[src/rtl/datamover_realigner_if.sv]
// Valid/ready word stream with byte strobes, shared by the streamer and the engine.
interface hwpe_stream_intf_stream #(
  parameter int unsigned DATA_WIDTH = 32
) ();
  logic                      valid;
  logic                      ready;
  logic [DATA_WIDTH-1:0]     data;
  logic [DATA_WIDTH/8-1:0]   strb;

  modport source (output valid, output data, output strb, input ready);
  modport sink   (input valid, input data, input strb, output ready);
endinterface

[src/rtl/datamover_realigner.sv]
// Byte realigner: drops the leading offset bytes of an unaligned word stream
// and re-packs the remainder into aligned output words.
module datamover_realigner #(
  parameter int unsigned DW    = 256,
  parameter int unsigned LEN_W = 16
) (
  input  logic                     clk_i,
  input  logic                     rst_ni,
  input  logic                     clear_i,
  input  logic                     start_i,
  input  logic [$clog2(DW/8)-1:0]  offset_i,
  input  logic [LEN_W-1:0]         len_i,
  hwpe_stream_intf_stream.sink     data_in,
  hwpe_stream_intf_stream.source   data_out,
  output logic                     busy_o,
  output logic                     done_o
);
  localparam int unsigned NB = DW / 8;
  localparam int unsigned OW = $clog2(NB);

  localparam logic [1:0] IDLE   = 2'd0;
  localparam logic [1:0] PRIME  = 2'd1;
  localparam logic [1:0] STREAM = 2'd2;
  localparam logic [1:0] DONE   = 2'd3;

  logic [1:0]       state_q, state_d;
  logic [OW-1:0]    off_q;
  logic [LEN_W-1:0] len_q;
  logic [LEN_W-1:0] cnt_q;
  logic [LEN_W-1:0] ld_q;
  logic [DW-1:0]    prev_q;
  logic [DW-1:0]    out_q;
  logic             full_q;

  logic             in_rdy_c;
  logic             in_hs_c;
  logic             out_hs_c;
  logic             load_c;
  logic             start_c;
  logic [DW-1:0]    shifted_c;
  logic [DW-1:0]    comb_c;

  assign start_c   = (state_q == IDLE) && start_i;
  assign in_hs_c   = data_in.valid && in_rdy_c;
  assign out_hs_c  = full_q && data_out.ready;
  assign load_c    = in_hs_c && (state_q == STREAM);

  // Offset 0 never primes, so the live word passes through untouched.
  assign shifted_c = DW'({data_in.data, prev_q} >> {off_q, 3'b000});
  assign comb_c    = (off_q == '0) ? data_in.data : shifted_c;

  assign data_in.ready  = in_rdy_c;
  assign data_out.valid = full_q;
  assign data_out.data  = out_q;
  assign data_out.strb  = '1;
  assign busy_o         = (state_q != IDLE);
  assign done_o         = (state_q == DONE);

  always_ff @(posedge clk_i or negedge rst_ni) begin
    if (!rst_ni) state_q <= IDLE;
    else         state_q <= state_d;
  end

  always_comb begin
    state_d  = state_q;
    in_rdy_c = 1'b0;
    case (state_q)
      IDLE: begin
        if (start_i) begin
          if (len_i == '0)           state_d = DONE;
          else if (offset_i != '0)   state_d = PRIME;
          else                       state_d = STREAM;
        end
      end
      PRIME: begin
        in_rdy_c = 1'b1;
        if (data_in.valid) state_d = STREAM;
      end
      STREAM: begin
        // Accept only while the output slot frees up and words remain to be loaded.
        in_rdy_c = (!full_q || data_out.ready) && (ld_q != len_q);
        if (out_hs_c && (cnt_q == len_q - LEN_W'(1))) state_d = DONE;
      end
      DONE:    state_d = IDLE;
      default: state_d = IDLE;
    endcase
    if (clear_i) state_d = IDLE;
  end

  always_ff @(posedge clk_i or negedge rst_ni) begin
    if (!rst_ni) begin
      off_q  <= '0;
      len_q  <= '0;
      cnt_q  <= '0;
      ld_q   <= '0;
      prev_q <= '0;
      out_q  <= '0;
      full_q <= 1'b0;
    end else if (clear_i) begin
      off_q  <= '0;
      len_q  <= '0;
      cnt_q  <= '0;
      ld_q   <= '0;
      prev_q <= '0;
      out_q  <= '0;
      full_q <= 1'b0;
    end else begin
      if (start_c && (len_i != '0)) begin
        off_q <= offset_i;
        len_q <= len_i;
        cnt_q <= '0;
        ld_q  <= '0;
      end else begin
        if (out_hs_c) cnt_q <= cnt_q + LEN_W'(1);
        if (load_c)   ld_q  <= ld_q + LEN_W'(1);
      end
      if (in_hs_c) prev_q <= data_in.data;
      if (load_c) begin
        out_q  <= comb_c;
        full_q <= 1'b1;
      end else if (out_hs_c) begin
        full_q <= 1'b0;
      end
    end
  end
endmodule

[src/flat_wrapper.sv]
// flat-port wrapper written by rule: the top's interface ports become plain ports
module datamover_realigner_flat 
#(
  parameter int unsigned DW    = 256,
  parameter int unsigned LEN_W = 16
)
  (clk_i, rst_ni, clear_i, start_i, offset_i, len_i, busy_o, done_o, data_in_valid, data_in_data, data_in_strb, data_in_ready, data_out_valid, data_out_data, data_out_strb, data_out_ready);
  hwpe_stream_intf_stream #(.DATA_WIDTH(DW)) data_in_i ();
  hwpe_stream_intf_stream #(.DATA_WIDTH(DW)) data_out_i ();
  input  logic clk_i;
  input  logic rst_ni;
  input  logic clear_i;
  input  logic start_i;
  input  logic [$clog2(DW/8)-1:0] offset_i;
  input  logic [LEN_W-1:0] len_i;
  output logic busy_o;
  output logic done_o;
  input wire logic [$bits(data_in_i.valid)-1:0] data_in_valid;
  input wire logic [$bits(data_in_i.data)-1:0] data_in_data;
  input wire logic [$bits(data_in_i.strb)-1:0] data_in_strb;
  output wire logic [$bits(data_in_i.ready)-1:0] data_in_ready;
  output wire logic [$bits(data_out_i.valid)-1:0] data_out_valid;
  output wire logic [$bits(data_out_i.data)-1:0] data_out_data;
  output wire logic [$bits(data_out_i.strb)-1:0] data_out_strb;
  input wire logic [$bits(data_out_i.ready)-1:0] data_out_ready;
  assign data_in_i.valid = data_in_valid;
  assign data_in_i.data = data_in_data;
  assign data_in_i.strb = data_in_strb;
  assign data_in_ready = data_in_i.ready;
  assign data_out_valid = data_out_i.valid;
  assign data_out_data = data_out_i.data;
  assign data_out_strb = data_out_i.strb;
  assign data_out_i.ready = data_out_ready;
  datamover_realigner #(.DW(DW), .LEN_W(LEN_W)) u_core (.clk_i(clk_i), .rst_ni(rst_ni), .clear_i(clear_i), .start_i(start_i), .offset_i(offset_i), .len_i(len_i), .data_in(data_in_i), .data_out(data_out_i), .busy_o(busy_o), .done_o(done_o));
endmodule
[config.mk]
export PLATFORM = sky130hd
export DESIGN_NAME = datamover_realigner_flat
export DESIGN_NICKNAME = d
export VERILOG_FILES = /design/src/rtl/datamover_realigner_if.sv /design/src/rtl/datamover_realigner.sv /design/src/flat_wrapper.sv
export SDC_FILE = /design/constraint.sdc
export NUM_CORES = 2
export LEC_CHECK = 0
export CAP_MARGIN = 10
export CORE_ASPECT_RATIO = 0.75
export CORE_MARGIN = 2
export CORE_UTILIZATION = 25
export CTS_CLUSTER_DIAMETER = 30
export DETAILED_ROUTE_END_ITERATION = 6
export MAX_ROUTING_LAYER = met4
export SLEW_MARGIN = 20
export SYNTH_ARGS = -nofsm -noshare
export SYNTH_HDL_FRONTEND = slang
export SYNTH_SLANG_ARGS = --single-unit
export TNS_END_PERCENT = 30
[constraint.sdc]
create_clock -name clk_i -period 7.4 [get_ports clk_i]
set_clock_uncertainty 0.15 [all_clocks]
set_input_delay 0.74 -clock clk_i [delete_from_list [all_inputs] [get_ports clk_i]]
set_output_delay 0.74 -clock clk_i [all_outputs]
set_load 0.05 [all_outputs]
Word-level counts from Yosys, hierarchy flattened
Cells that the tools add are included.
{ "classes": {"add_sub_neg": 3, "n_eq_ne": 8, "shifts": 1, "muxes": 26, "reduce_logical": 22} }
{ "ops": {"columns": ["op", "n"], "rows": [
  ["$mux W256", 5],
  ["$shr A512 B8 Y256", 1],
  ["$mux W16", 8],
  ["$add A16 B1 Y16 const B", 2],
  ["$eq A16 B16 Y1", 1],
  ["$logic_not A16 Y1", 1],
  ["$ne A16 B16 Y1", 1],
  ["$reduce_bool A16 Y1", 1],
  ["$sub A16 B1 Y16 const B", 1],
  ["$mux W2", 6],
  ["$mux W5", 2],
  ["$ne A3 B3 Y1 const B", 3],
  ["$reduce_bool A3 Y1", 3],
  ["$pmux W2 S4", 1],
  ["$reduce_bool A2 Y1", 4],
  ["$logic_and A1 B1 Y1", 7],
  ["$logic_not A5 Y1", 1],
  ["$reduce_bool A5 Y1", 1],
  ["$eq A2 B2 Y1 const B", 2],
  ["$mux W1", 3],
  ["$reduce_and A3 Y1", 1],
  ["$eq A2 B1 Y1 const B", 1],
  ["$logic_not A2 Y1", 1],
  ["$pmux W1 S2", 1],
  ["2 further kinds", 2]
]} }
{ "totals": {"reg_bits": 568, "input_bits": 315, "out_inout_bits": 292, "elab_cells": 68} }

Logic depth before layout (Yosys ltp)
{ "depth": {"word_depth": 9, "ltp_mapped": 10, "depth_no_buf": 8} }

Worst setup path after synthesis
No wires, ideal clock.
{ "synth_path": {"path_type": "input-to-output", "from": "in data_out_ready", "to": "out data_in_ready", "arrival_time_ns": 1.717, "t_required_ns": 6.510, "slack_ns": 4.793, "path_stages": 3, "path_buffers": 0, "path_cell_list": "nand2b_1 -> a31oi_1 -> nor2b_1"} }
{ "synth_via": {"elab_chain_len": 3} }
{ "synth_lines": {"columns": ["item", "line_no", "text"], "rows": [
  ["from (decl)", "flat_wrapper.sv:25", "input wire logic [$bits(data_out_i.ready)-1:0] data_out_ready;"],
  ["$logic_or A1 B1 Y1", "datamover_realigner.sv:81", "in_rdy_c = (!full_q || data_out.ready) && (ld_q != len_q);"],
  ["$logic_and A1 B1 Y1", "datamover_realigner.sv:81", null],
  ["$pmux W1 S2", "datamover_realigner.sv:67", "case (state_q)"],
  ["to (decl)", "flat_wrapper.sv:21", "output wire logic [$bits(data_in_i.ready)-1:0] data_in_ready;"]
]} }
No other way between the ends.

Worst setup path after layout
{ "layout_path": {"from": "reg u_core.off_q[2]", "to": "reg u_core.out_q[240] (netlist: u_core.data_out.data[240])"} }
{ "layout_via": {"elab_chain_len": 4, "word_cells_on_any_way": 5, "classes_between": "1 x shift; 3 x mux; 1 x reduce/logical"} }
{ "layout_lines": {"columns": ["item", "line_no", "text"], "rows": [
  ["from (decl)", "datamover_realigner.sv:27", "logic [OW-1:0] off_q;"],
  ["from (signal assigned)", "datamover_realigner.sv:109", "off_q <= offset_i;"],
  ["$shr A512 B8 Y256 or $logic_not A5 Y1 (tied branches)", "datamover_realigner.sv:49, datamover_realigner.sv:50", null],
  ["$mux W256 *", "datamover_realigner.sv:50", "assign comb_c = (off_q == '0) ? data_in.data : shifted_c;"],
  ["$mux W256 *", "datamover_realigner.sv:118", "if (load_c) begin"],
  ["$mux W256 *", "datamover_realigner.sv:99", "end else if (clear_i) begin"],
  ["to (signal assigned)", "datamover_realigner.sv:119", "out_q <= comb_c;"],
  ["to (decl)", "datamover_realigner.sv:32", "logic [DW-1:0] out_q;"]
]} }
Mark *: on every way between the ends. The rest lies on a longest branch, timed or not. The select of a mux whose other input is x is not followed.
A chain may end at the register's enable or synchronous reset.

==> results.sh <==
export IMPL_cp_end_kind="flop"
export IMPL_holdCritStartpoint="clear_i"
export IMPL_start_util_pct=25.1
export IMPL_p_leak_nw=24.2
export IMPL_remaining_drc_errors=0
export IMPL_maxCapViolCount=0
export IMPL_first_global_vias=42600
export IMPL_n_fill_cell=19800
export IMPL_status="complete, no violations"
export IMPL_worstSetupPathType="reg2reg"
export IMPL_fin_crit_sh_pct=63.6
export IMPL_synth_area_top_cells="dfrtp_1 (29%), mux4_2 (21%), mux2i_1 (14%)"
export IMPL_async_flop_share_pct=100
export IMPL_p_sw_mw=9.22
export IMPL_ys_seq_elements=568
export IMPL_clock_power_share_pct=37.4
export IMPL_worstPathRequired_ps=7990
export IMPL_wl_met3_um=38100
export IMPL_synth_top_area_share_pct=28.9
export IMPL_htreeDepth=4
export IMPL_io_pins=607
export IMPL_tritoncts="built"
export IMPL_top_layer="met4"
export IMPL_fmax_mhz=212
export IMPL_dp_hpwl_um=210000
export IMPL_netlist_area_um2=49200
export IMPL_final_antenna_net_count=0
export IMPL_wl_met2_um=115000
export IMPL_rr_worst_depth=7
export IMPL_clk_pin_slew_worst_paths_ps=40
export IMPL_hold_viol=0
export IMPL_dp_cells=7417
export IMPL_layout_setup_ws_ps=2690
export IMPL_slew_violations=0
export IMPL_worstMarginPinSlew_ps=1430
export IMPL_pre_cts_ws_ps=2850
export IMPL_cp_cell_sequence="nor2_1 -> nand2_4 -> buf_4 -> buf_4 -> nor2_1 -> a211oi_1 -> a22o_1"
export IMPL_drt_total_wl_um=272000
export IMPL_rr_endpoint="u_core.data_out.data[240]"
export IMPL_finalSetupTns_ps=0
export IMPL_dr_total_vias=44600
export IMPL_rows=141
export IMPL_yosysWarnings=0
export IMPL_p_int_mw=12.3
export IMPL_drt_initial_drc_count=5657
export IMPL_holdPathEnd="u_core.len_q[14]"
export IMPL_r2r_start="u_core.off_q[2]"
export IMPL_yosysTopAreaCell="dfrtp_1"
export IMPL_grt_max_degree=172
export IMPL_num_nets_final=5280
export IMPL_antenna_found_initial=130
export IMPL_dieHeight_um=388
export IMPL_path_max_fanout=60
export IMPL_clkSinkCount=568
export IMPL_netlist_instances=4624
export IMPL_cp_slowest_cell="dfrtp_4"
export IMPL_power_switching_share_pct=42.9
export IMPL_setup_viol_count_final=0
export IMPL_grt_setup_unrepaired="no"
export IMPL_die_area_um2=201000
export IMPL_clkLatencyLatePin_ps=830
export IMPL_drive_above_1_share_pct=21.6
export IMPL_dieWidth_um=516
export IMPL_final_cells=7842
export IMPL_coreArea_um2=196000
export IMPL_met1Wirelength_um=103000
export IMPL_min_path_cells=2
export IMPL_first_pass_iters=5
export IMPL_seq_area_frac_synth_pct=28.9
export IMPL_slowest_delay_ps=980
export IMPL_cts_post_setup_buffers_inserted=0
export IMPL_grt_first_pass_wirelength_um=368000
export IMPL_power_per_cell_area_nw_per_um2=339
export IMPL_synth_edff_count=0
export IMPL_area_growth_pct=28.9
export IMPL_gp_congestion=1.02
export IMPL_power_mw=21.5
export IMPL_synth_cell_types=68
export IMPL_r2r_slack_ps=2690
export IMPL_cp_arrival_ps=5300
export IMPL_port_buffer_count=542
export IMPL_period_needed_ps=4710
export IMPL_hold_class="in2reg"
export IMPL_ys_flop_type="dfrtp_1"
export IMPL_pwr_share_seq_pct=18.3
export IMPL_clockBufferDepth=3
export IMPL_grt_total_usage_pct=27.2
export IMPL_numCtsBuffers=174
export IMPL_wire_per_inst_um=34.6
export IMPL_vias_per_cell=5.69
export IMPL_gr_total_overflow=0
export IMPL_irDropWorstVdd_mv=0.306
export IMPL_ctsRootBufferMaster="clkbuf_16"
export IMPL_avgSynthCellArea_um2=10.6
export IMPL_critPathLaunchType="flop"
export IMPL_pwr_share_comb_pct=44.3
export IMPL_slew_headroom_pct=4.47
[critical path, delay by kind of cell, from the launching register on]
family,cells,cell delay (ps)
buf+inv,2,1340
simple gates,3,820
flops,1,980
compound gates,2,1230
[logic make-up (layout without fill, tap and decap cells)]
| group | count (synthesis) | in the layout | share of synthesized area, % |
|---|---|---|---|
| simple gates | 1313 | 1313 | 13.5 |
| compound gates | 843 | 843 | 12.6 |
| mux | 1328 | 1328 | 39.1 |
| other cells | 1 | 126 | 0.00762 |
| xor+xnor | 44 | 44 | 0.783 |
| fa+ha+maj | 7 | 7 | 0.178 |
| flops | 568 | 568 | 28.9 |
| buf+inv | 520 | 968 | 5.04 |
[stage by stage]
step	hold slack (ps)	area (um^2)	util, %
after global routing	311	63500	32.3
after floorplan	294	49400	-
after CTS	244	63100	32.1
final	260	63500	32.3
after global placement	339	56800	28.9
after detailed placement	344	56800	28.9
[repair_timing]
item	CTS	global route
hold buffers	1	0
endpoints found under the hold margin	68	0
resized for setup	0	0
[metal layers]
layer | global-route usage (%) | vias to the layer above
li1 | - | 18400
met1 | 32.1 | 23000
met4 | 14.5 | 0
met3 | 13.1 | 526
met2 | 37.6 | 2725
met5 | - | -
[area by class of cell]
type | instances | area (um^2) | share of cell area [%]
timing repair buffer | 636 | 6460 | 10.2
multi-input combinational | 3567 | 32900 | 51.8
inverter | 11 | 48.8 | 0.0769
sequential | 568 | 14200 | 22.4
antenna | 94 | 235 | 0.371
clock inverter | 87 | 1350 | 2.12
clock buffer | 234 | 4990 | 7.87
tap | 2645 | 3310 | 5.21
[sequential cells by signal (all words and copies together) (netlist names)]
| register | flops |
|---|---|
| u_core.data_out.data | 256 |
| u_core.prev_q | 256 |
| u_core.off_q | 5 |
| u_core.data_out.valid | 1 |
| u_core.state_q | 2 |
| u_core.cnt_q | 16 |
| u_core.len_q | 16 |
| u_core.ld_q | 16 |
[power groups by stage]
stage	Combinational, mW	Sequential [mW]	Clock (mW)
5_1_grt	9.81	3.96	8.29
4_1_cts	9.21	3.91	8.10
6_report	9.54	3.94	8.04
3_5_place_dp	9.19	3.95	0
3_3_place_gp	9.16	3.94	0
2_1_floorplan	5.21	3.96	0
[cell usage in the layout (no fill, tap or decap), drive strengths merged, types with 91 or more instances in the layout]
master	count
clkdlybuf4s50	540
clkbuf	238
diode	94
a21oi	128
a22o	217
a221oi	142
nor2	312
buf	91
nand2b	518
o21ai	150
dfrtp	568
mux4	454
mux2i	669
nand2	335
mux2	205
[worst max-delay path by stage]
stage / startpoint / to / depth (start not counted)
final: u_core.off_q[2] / u_core.data_out.data[240] / 7
after global routing: u_core.off_q[2] / u_core.data_out.data[60] / 8
after CTS: u_core.off_q[2] / u_core.data_out.data[60] / 8
after detailed placement: u_core.off_q[2] / u_core.data_out.data[60] / 8
after global placement: u_core.off_q[2] / u_core.data_out.data[60] / 8
after floorplan: data_out_ready / data_in_ready / 3
[synthesized netlist by cell type, types with 5 or more instances]
master / count
o21ai_1: 31
a22o_1: 217
nand2b_1: 518
a221oi_1: 142
o21ai_0: 119
clkbuf_1: 231
nor2_1: 312
mux4_2: 454
nand3_1: 16
nand2_1: 335
buf_1: 49
and2_1: 42
o22ai_1: 34
buf_4: 56
ha_1: 7
nor2b_1: 15
o31ai_1: 27
and3_1: 5
nand4_1: 16
xor2_1: 33
o21a_1: 24
inv_1: 9
buf_6: 15
dfrtp_1: 568
mux2_2: 205
a32o_1: 39
a211oi_1: 56
xnor2_1: 11
buf_2: 157
mux2i_1: 669
or4_1: 10
and4_1: 5
a21oi_1: 126
or3_1: 11
nor4_1: 11
No activity file was read; power rests on OpenSTA's default activity.
